File: src/rtl/pipe_hazard_scoreboard_pkg.sv
// Shared types and constants for the in-order pipeline hazard scoreboard.
// Entries carry a fixed-width rd field wide enough for any supported REG_W.
package pipe_pkg;

    localparam int unsigned SB_RD_W = 16;
    localparam int unsigned FWD_RF  = 0;

    localparam int unsigned STG_EX  = 0;
    localparam int unsigned STG_MEM = 1;
    localparam int unsigned STG_WB  = 2;

    typedef struct packed {
        logic               valid;
        logic [SB_RD_W-1:0] rd;
        logic               load;
    } sb_entry_t;

endpackage

File: src/rtl/pipe_hazard_scoreboard_match.sv
// Per-source hazard lookup: finds the youngest in-flight writer of one source
// register among the first CHECK tracked stages.
module hazard_match
    import pipe_pkg::*;
#(
    parameter int unsigned DEPTH = 3,
    parameter int unsigned REG_W = 5,
    parameter int unsigned CHECK = 2,
    parameter int unsigned KW    = 2
)(
    input  logic                  i_src_en,
    input  logic [REG_W-1:0]      i_src_id,
    input  sb_entry_t [DEPTH-1:0] i_entries,
    output logic                  o_hit,
    output logic [KW-1:0]         o_k,
    output logic                  o_is_load
);

    logic [SB_RD_W-1:0] w_id;

    assign w_id = SB_RD_W'(i_src_id);

    always_comb begin
        o_hit     = 1'b0;
        o_k       = '0;
        o_is_load = 1'b0;
        // Scan oldest to youngest so the youngest match overwrites older ones.
        for (int unsigned j = 0; j < DEPTH; j++) begin
            if ((DEPTH - 1 - j) < CHECK && i_src_en && (i_src_id != '0) &&
                i_entries[DEPTH-1-j].valid && (i_entries[DEPTH-1-j].rd == w_id)) begin
                o_hit     = 1'b1;
                o_k       = KW'(DEPTH - 1 - j);
                o_is_load = i_entries[DEPTH-1-j].load;
            end
        end
    end

endmodule

File: src/rtl/pipe_hazard_scoreboard.sv
// Hazard scoreboard beside ID: tracks in-flight writers over DEPTH stages and
// produces per-source forwarding selects plus a single pipeline stall.
module pipe_hazard_scoreboard
    import pipe_pkg::*;
#(
    parameter int unsigned NUM_SRC    = 2,
    parameter int unsigned DEPTH      = STG_WB + 1,
    parameter int unsigned REG_W      = 5,
    parameter int unsigned FORWARDING = 1,
    parameter int unsigned LOAD_READY = STG_MEM,
    parameter int unsigned RF_BYPASS  = 1
)(
    input  logic                                  clk,
    input  logic                                  reset,
    input  logic [NUM_SRC-1:0]                    src_en,
    input  logic [NUM_SRC*REG_W-1:0]              src_id,
    input  logic                                  issue_valid,
    input  logic                                  issue_wb,
    input  logic                                  issue_load,
    input  logic [REG_W-1:0]                      issue_rd,
    input  logic                                  flush,
    output logic                                  stall,
    output logic [NUM_SRC*$clog2(DEPTH+1)-1:0]    fwd_sel,
    output logic [31:0]                           stall_count
);

    localparam int unsigned FWD_W = $clog2(DEPTH + 1);
    localparam int unsigned CHECK = DEPTH - RF_BYPASS;

    sb_entry_t [DEPTH-1:0] r_entries;
    logic [31:0]           r_stall_count;
    sb_entry_t             w_new;
    logic [NUM_SRC-1:0]    w_hit;
    logic [NUM_SRC-1:0]    w_is_load;
    logic [NUM_SRC-1:0]    w_src_stall;
    logic                  w_stall;

    always_comb begin
        w_new = '0;
        if (!w_stall && !flush) begin
            w_new.valid = issue_valid && issue_wb && (issue_rd != '0);
            w_new.rd    = SB_RD_W'(issue_rd);
            w_new.load  = issue_load;
        end
    end

    always_ff @(posedge clk) begin
        if (reset) begin
            r_entries     <= '0;
            r_stall_count <= '0;
        end else begin
            r_entries[STG_EX] <= w_new;
            for (int unsigned k = 1; k < DEPTH; k++) begin
                r_entries[k] <= r_entries[k-1];
            end
            if (w_stall && (r_stall_count != '1)) begin
                r_stall_count <= r_stall_count + 32'd1;
            end
        end
    end

    for (genvar i = 0; i < NUM_SRC; i++) begin : g_src
        logic [FWD_W-1:0] w_k;

        hazard_match #(
            .DEPTH (DEPTH),
            .REG_W (REG_W),
            .CHECK (CHECK),
            .KW    (FWD_W)
        ) u_match (
            .i_src_en  (src_en[i]),
            .i_src_id  (src_id[i*REG_W +: REG_W]),
            .i_entries (r_entries),
            .o_hit     (w_hit[i]),
            .o_k       (w_k),
            .o_is_load (w_is_load[i])
        );

        if (FORWARDING != 0) begin : g_fwd
            // Only a load whose data is not yet available at its stage blocks issue.
            assign w_src_stall[i] = w_hit[i] && w_is_load[i] && (32'(w_k) < LOAD_READY);
            assign fwd_sel[i*FWD_W +: FWD_W] = w_hit[i] ? (w_k + FWD_W'(1)) : FWD_W'(FWD_RF);
        end else begin : g_nofwd
            assign w_src_stall[i] = w_hit[i];
            assign fwd_sel[i*FWD_W +: FWD_W] = FWD_W'(FWD_RF);
        end
    end

    assign w_stall     = issue_valid && (|w_src_stall);
    assign stall       = w_stall;
    assign stall_count = r_stall_count;

endmodule

File: config.mk
export PLATFORM = sky130hd
export DESIGN_NAME = pipe_hazard_scoreboard
export DESIGN_NICKNAME = d
export VERILOG_FILES = /design/src/rtl/pipe_hazard_scoreboard_pkg.sv /design/src/rtl/pipe_hazard_scoreboard_match.sv /design/src/rtl/pipe_hazard_scoreboard.sv
export SDC_FILE = /design/constraint.sdc
export NUM_CORES = 1
export LEC_CHECK = 0
export CAP_MARGIN = 10
export CORE_MARGIN = 2
export CORE_UTILIZATION = 35
export CTS_CLUSTER_DIAMETER = 150
export CTS_CLUSTER_SIZE = 10
export DETAILED_ROUTE_END_ITERATION = 7
export HOLD_SLACK_MARGIN = 0.12
export PLACE_DENSITY_LB_ADDON = 0.2
export SYNTH_ARGS = -nofsm -noshare
export SYNTH_HDL_FRONTEND = slang
export SYNTH_HIERARCHICAL = 1
export SYNTH_SLANG_ARGS = --single-unit
File: constraint.sdc
create_clock -name clk -period 4.8 [get_ports clk]
set_input_delay 1.44 -clock clk [delete_from_list [all_inputs] [get_ports clk]]
set_output_delay 1.44 -clock clk [all_outputs]
set_load 0.01 [all_outputs]
Word-level counts from Yosys, hierarchy flattened
Cells that the tools add are included.
{"block": "op_classes", "n_lt_le_gt_ge": 2, "n_reduce_logical": 26, "n_addsub": 3, "muxes": 14, "eq_ne": 5, "bitwise_logic": 1}
{"operator": "equality test 16 x 5 -> 1 bit", "count": 4}
{"operator": "adder 32 x 1 -> 32 bit, second input constant", "count": 1}
{"operator": "!= test 32 bit, second input constant", "count": 1}
{"operator": "logical AND 1 bit", "count": 19}
{"operator": "nonzero test 5 bit", "count": 3}
{"operator": "2-to-1 mux 1 bit", "count": 10}
{"operator": "2-to-1 mux 2 bit", "count": 4}
{"operator": "adder 2 x 1 -> 2 bit, second input constant", "count": 2}
{"operator": "less-than comparator 2 x 1 -> 1 bit, second input constant", "count": 2}
{"operator": "OR reduction 2 bit", "count": 2}
{"operator": "zero test 1 bit", "count": 2}
{"operator": "NOT 1 bit", "count": 1}
{"block": "word_totals", "in_bits": 23, "out_inout_bits": 37, "wordCells": 59, "ff_bits": 68}

Depth between registers and ports, before layout
Gate-level depths: netlist of run 1.
{"block": "depth", "word_depth": 14, "mapped_depth": 13, "mapped_depth_nobuf": 11}

Cells and area by module
Netlist of run 1, hierarchy kept.
{"mod": "pipe_hazard_scoreboard", "instances": 1, "cells_per_inst": 261, "area_each_um2": 2383.5, "seq_area_each_um2": 1061.0}
{"mod": "hazard_match", "instances": 2, "cells_per_inst": 34, "area_each_um2": 251.5, "seq_area_each_um2": 0.0}

Worst setup path before layout of run 1
Ideal clock, no wire load.
{"block": "synth_timing", "kind": "input port to output port", "from": "input src_id[1]", "to": "output stall", "arrival_time_ns": 2.860, "t_required_ns": 3.360, "path_slack_ns": 0.500, "path_stages": 8, "path_buffers": 0, "path_cell_list": "or4_1 -> o21ai_1 -> nor3_1 -> nor2_1 -> inv_1 -> ha_1 -> nand4_1 -> nand2_1"}
{"block": "synth_between", "elab_chain_cells": 10, "word_cells_on_any_way": 19, "classes_between": "order compare (1); eq/ne (2); mux (6); reduce/logical (10)"}
{"item": "from (decl)", "line_no": "pipe_hazard_scoreboard.sv:16", "text": "input logic [NUM_SRC*REG_W-1:0] src_id,"}
{"item": "nonzero test 5 bit", "line_no": "pipe_hazard_scoreboard_match.sv:29", "text": "if ((DEPTH - 1 - j) < CHECK && i_src_en && (i_src_id != '0) &&"}
{"item": "logical AND 1 bit (2 in a row)", "line_no": "pipe_hazard_scoreboard_match.sv:29"}
{"item": "logical AND 1 bit", "line_no": "pipe_hazard_scoreboard_match.sv:30", "text": "i_entries[DEPTH-1-j].valid && (i_entries[DEPTH-1-j].rd == w_id)) begin"}
{"item": "2-to-1 mux 1 bit", "line_no": "pipe_hazard_scoreboard_match.sv:29"}
{"item": "2-to-1 mux 2 bit *", "line_no": "pipe_hazard_scoreboard_match.sv:29"}
{"item": "net g_src[0].w_k[0]", "line_no": "pipe_hazard_scoreboard.sv:63", "text": "logic [FWD_W-1:0] w_k;"}
{"item": "less-than comparator 2 x 1 -> 1 bit *", "line_no": "pipe_hazard_scoreboard.sv:81", "text": "assign w_src_stall[i] = w_hit[i] && w_is_load[i] && (32'(w_k) < LOAD_READY);"}
{"item": "logical AND 1 bit *", "line_no": "pipe_hazard_scoreboard.sv:81"}
{"item": "OR reduction 2 bit *", "line_no": "pipe_hazard_scoreboard.sv:89", "text": "assign w_stall = issue_valid && (|w_src_stall);"}
{"item": "logical AND 1 bit *", "line_no": "pipe_hazard_scoreboard.sv:89"}
{"item": "to (decl)", "line_no": "pipe_hazard_scoreboard.sv:22", "text": "output logic stall,"}
Mark *: on every way through the listed nets, which the timed path passes. The rest lies on a longest branch.

Worst setup path after layout of run 1
{"block": "layout_timing", "from": "input src_id[1]", "to": "output fwd_sel[1]"}
{"block": "layout_between", "elab_chain_cells": 8, "word_cells_on_any_way": 14, "classes_between": "add/sub (1); eq/ne (2); mux (5); reduce/logical (6)"}
{"item": "nonzero test 5 bit", "line_no": "pipe_hazard_scoreboard_match.sv:29"}
{"item": "logical AND 1 bit (2 in a row)", "line_no": "pipe_hazard_scoreboard_match.sv:29"}
{"item": "logical AND 1 bit", "line_no": "pipe_hazard_scoreboard_match.sv:30"}
{"item": "2-to-1 mux 1 bit", "line_no": "pipe_hazard_scoreboard_match.sv:29"}
{"item": "2-to-1 mux 2 bit *", "line_no": "pipe_hazard_scoreboard_match.sv:29"}
{"item": "net g_src[0].w_k[0]", "line_no": "pipe_hazard_scoreboard.sv:63"}
{"item": "adder 2 x 1 -> 2 bit *", "line_no": "pipe_hazard_scoreboard.sv:82", "text": "assign fwd_sel[i*FWD_W +: FWD_W] = w_hit[i] ? (w_k + FWD_W'(1)) : FWD_W'(FWD_RF);"}
{"item": "2-to-1 mux 2 bit *", "line_no": "pipe_hazard_scoreboard.sv:82"}
{"item": "to (decl)", "line_no": "pipe_hazard_scoreboard.sv:23", "text": "output logic [NUM_SRC*$clog2(DEPTH+1)-1:0] fwd_sel,"}
Marked as above.

==> results of run 1 <==
metrics by stage:
stage                     cells  setup slack, ps
after floorplan             358            500.2
after global placement      521           -483.5
after detailed placement    521           -515.1
after CTS                   534            18.64
after global routing        536           -5.521
final                       536            67.70
state kept, by name (all words and copies together), names as in the netlist:
signal       flops
r_entries       14
stall_count     32
area by class of cell:
| type | count | area (µm²) |
|---|---|---|
| tap | 102 | 127.6 |
| inverter | 9 | 33.78 |
| multi-input combinational | 288 | 1942 |
| fill | 735 | 3729 |
| timing repair buffer | 83 | 745.7 |
| sequential | 46 | 920.9 |
| clock buffer | 5 | 68.82 |
| clock inverter | 3 | 40.04 |
power breakdown:
group,internal [mW],switching [mW],leakage [nW],total [mW]
logic,0.0352,0.0330,0.973,0.0682
registers,0.385,0.00411,0.372,0.389
clock network,0.153,0.132,0.0579,0.285
total,0.574,0.169,1.40,0.743
placed cells by master (no fill, tap or decap), types with 3 or more instances in the layout:
cell	instances
and4_1	5
dlygate4sd2_1	12
o31ai_1	13
nand3_1	10
or3_1	10
mux2_2	3
nor2b_1	15
nor4_1	6
nor4_2	5
buf_4	24
dfxtp_1	46
conb_1	46
clkbuf_8	5
or4_1	16
or4_4	5
nand2_1	18
o21ai_0	9
a21oi_1	24
nor2_1	14
nand2b_1	4
clkdlybuf4s50_1	44
and2_1	9
nand4_1	18
xnor2_1	18
nor4b_1	6
ha_1	3
inv_1	9
worst max path at each step:
stage | cells past startpoint | endpoint | slack, ps | from
2_1_floorplan | 8 | stall | 500 | src_id[1]
3_3_place_gp | 9 | fwd_sel[3] | -480 | src_id[6]
3_5_place_dp | 9 | fwd_sel[3] | -520 | src_id[6]
4_1_cts | 9 | fwd_sel[1] | 20 | src_id[1]
5_1_grt | 9 | fwd_sel[2] | -6 | src_id[9]
6_report | 9 | fwd_sel[1] | 70 | src_id[1]
repair_timing:
item | in CTS | in global routing
endpoints found under the setup margin | 5 | 14
pin swaps | 2 | 9
buffers inserted | 5 | 2
hold buffers | 0 | 0
resized for setup | 27 | 16
layer usage:
metal / track usage (%) / part of all wire, % / up-vias
li1: - / - / 1366
met1: 21.42 / 47 / 1187
met2: 28.37 / 48 / 49
met3: 3.451 / 3.6 / 10
met4: 5.224 / 1.5 / 0
met5: 0 / 0 / -
==> results.yml, run 1 <==
floorplan:
  num_rows: 32
  num_io_pins: 60
  fp.coreArea_mm2: 0.007607
  initial_core_util_pct: 35.53
  dieArea_mm2: 0.008441
  die_y_um: 91.88
  chipWidth_um: 91.88
grt:
  grt_pass1_vias: 2487
  grt_max_degree: 30
  antenna_found_initial: 0
  gr-usage-all-layers_pct: 16.77
  grt_overflow: 0
  grt_pass1_wl_um: 11490
final_layout:
  syn2layout_area_growth_pct: 43.52
  nets: 459
  fin_area_mm2: 0.003879
  diodes: 0
  drive_gt1_share_pct: 15.44
  final_util_pct: 50.99
critical_path:
  arrival_ps: 3290
  path_class: "input pin to output pin"
  slowest_delay_ps: 570
  path_max_fanout: 3
  critPathRequiredTime_ps: 3360
  cp-start-kind: "input pin"
  reg2reg_slack_ps: 1160
  reg2reg_from: "r_entries[35]"
  cp_top_family: "simple AND/OR/NAND/NOR gates"
  path_cells: "dlygate4sd2_1 -> or4_4 -> o21ai_4 -> nor3_4 -> nor2_4 -> inv_1 -> ha_1 -> and2_1 -> clkdlybuf4s15_1"
  cp_slowest_cell: "or4_4"
  rr_worst_depth: 17
  cp_num_buf_inv: 3
  r2r_end: "stall_count[19]"
  end_kind: "output pin"
min_path:
  hp-class: "flip-flop to flip-flop"
  min_path_cells: 1
  worstHoldStart: "r_entries[0]"
  whs_endpoint: "r_entries[18]"
run_status:
  status: "complete, no violations"
cts:
  cts-root-buf: "clkbuf_8"
  numClockSinks: 46
  path_clk_slew_ps: 90
  cts_tree: "built"
  clk-insertion-delay-late_ps: 300
  clockBufferDepth: 2
  htree_levels: 2
  numCtsBuffers: 5
timing:
  tns_ps: 0
  tightest_slew_ps: 1046
  hold_violations: 0
  setup_violations: 0
  finClkSkew_ps: 8.387
  fin_hold_ws_ps: 497.8
  rsz0062_at_grt: "yes"
  fin_crit_sh_pct: 98.59
  slew_viol_final: 0
  timing.fmax_mhz: 211.3
  max-slew-margin-rel_pct: 30.02
  min_period_ps: 4732
placement:
  place_congestion: 0.8962
  dp.final_hpwl_um: 5218
  portBuffers: 59
  postPlaceCellArea_mm2: 0.003633
power_and_ir_drop:
  leakage_nw: 1.403
  finalPower_mw: 0.7428
  power_density_mw_per_mm2: 191.5
  ir_worst_vdd_uv: 151.2
drt:
  dr.first_iter.drc_count: 110
  vias: 2612
  postRouteAntennaNets: 0
  viasPerCell: 4.873
  drc: 0
  wl_per_cell_um: 13.09
  routed_wl_um: 7016
  drt-pass1-iter-count: 4
synthesis:
  syn_inst: 315
  netlist_area_mm2: 0.002703
  yosys_warnings: 6
  postSynthAreaPerCell_um2: 8.580
run:
  maxCapViolCount: 0
Power figures use the tool's default switching activity.
==> run 2, diff against run 1 <==
Settings changed: GPL_ROUTABILITY_DRIVEN from default to 0.
==> results of run 2 <==
The final DEF is identical to that of run 1; final timing and power are the same.
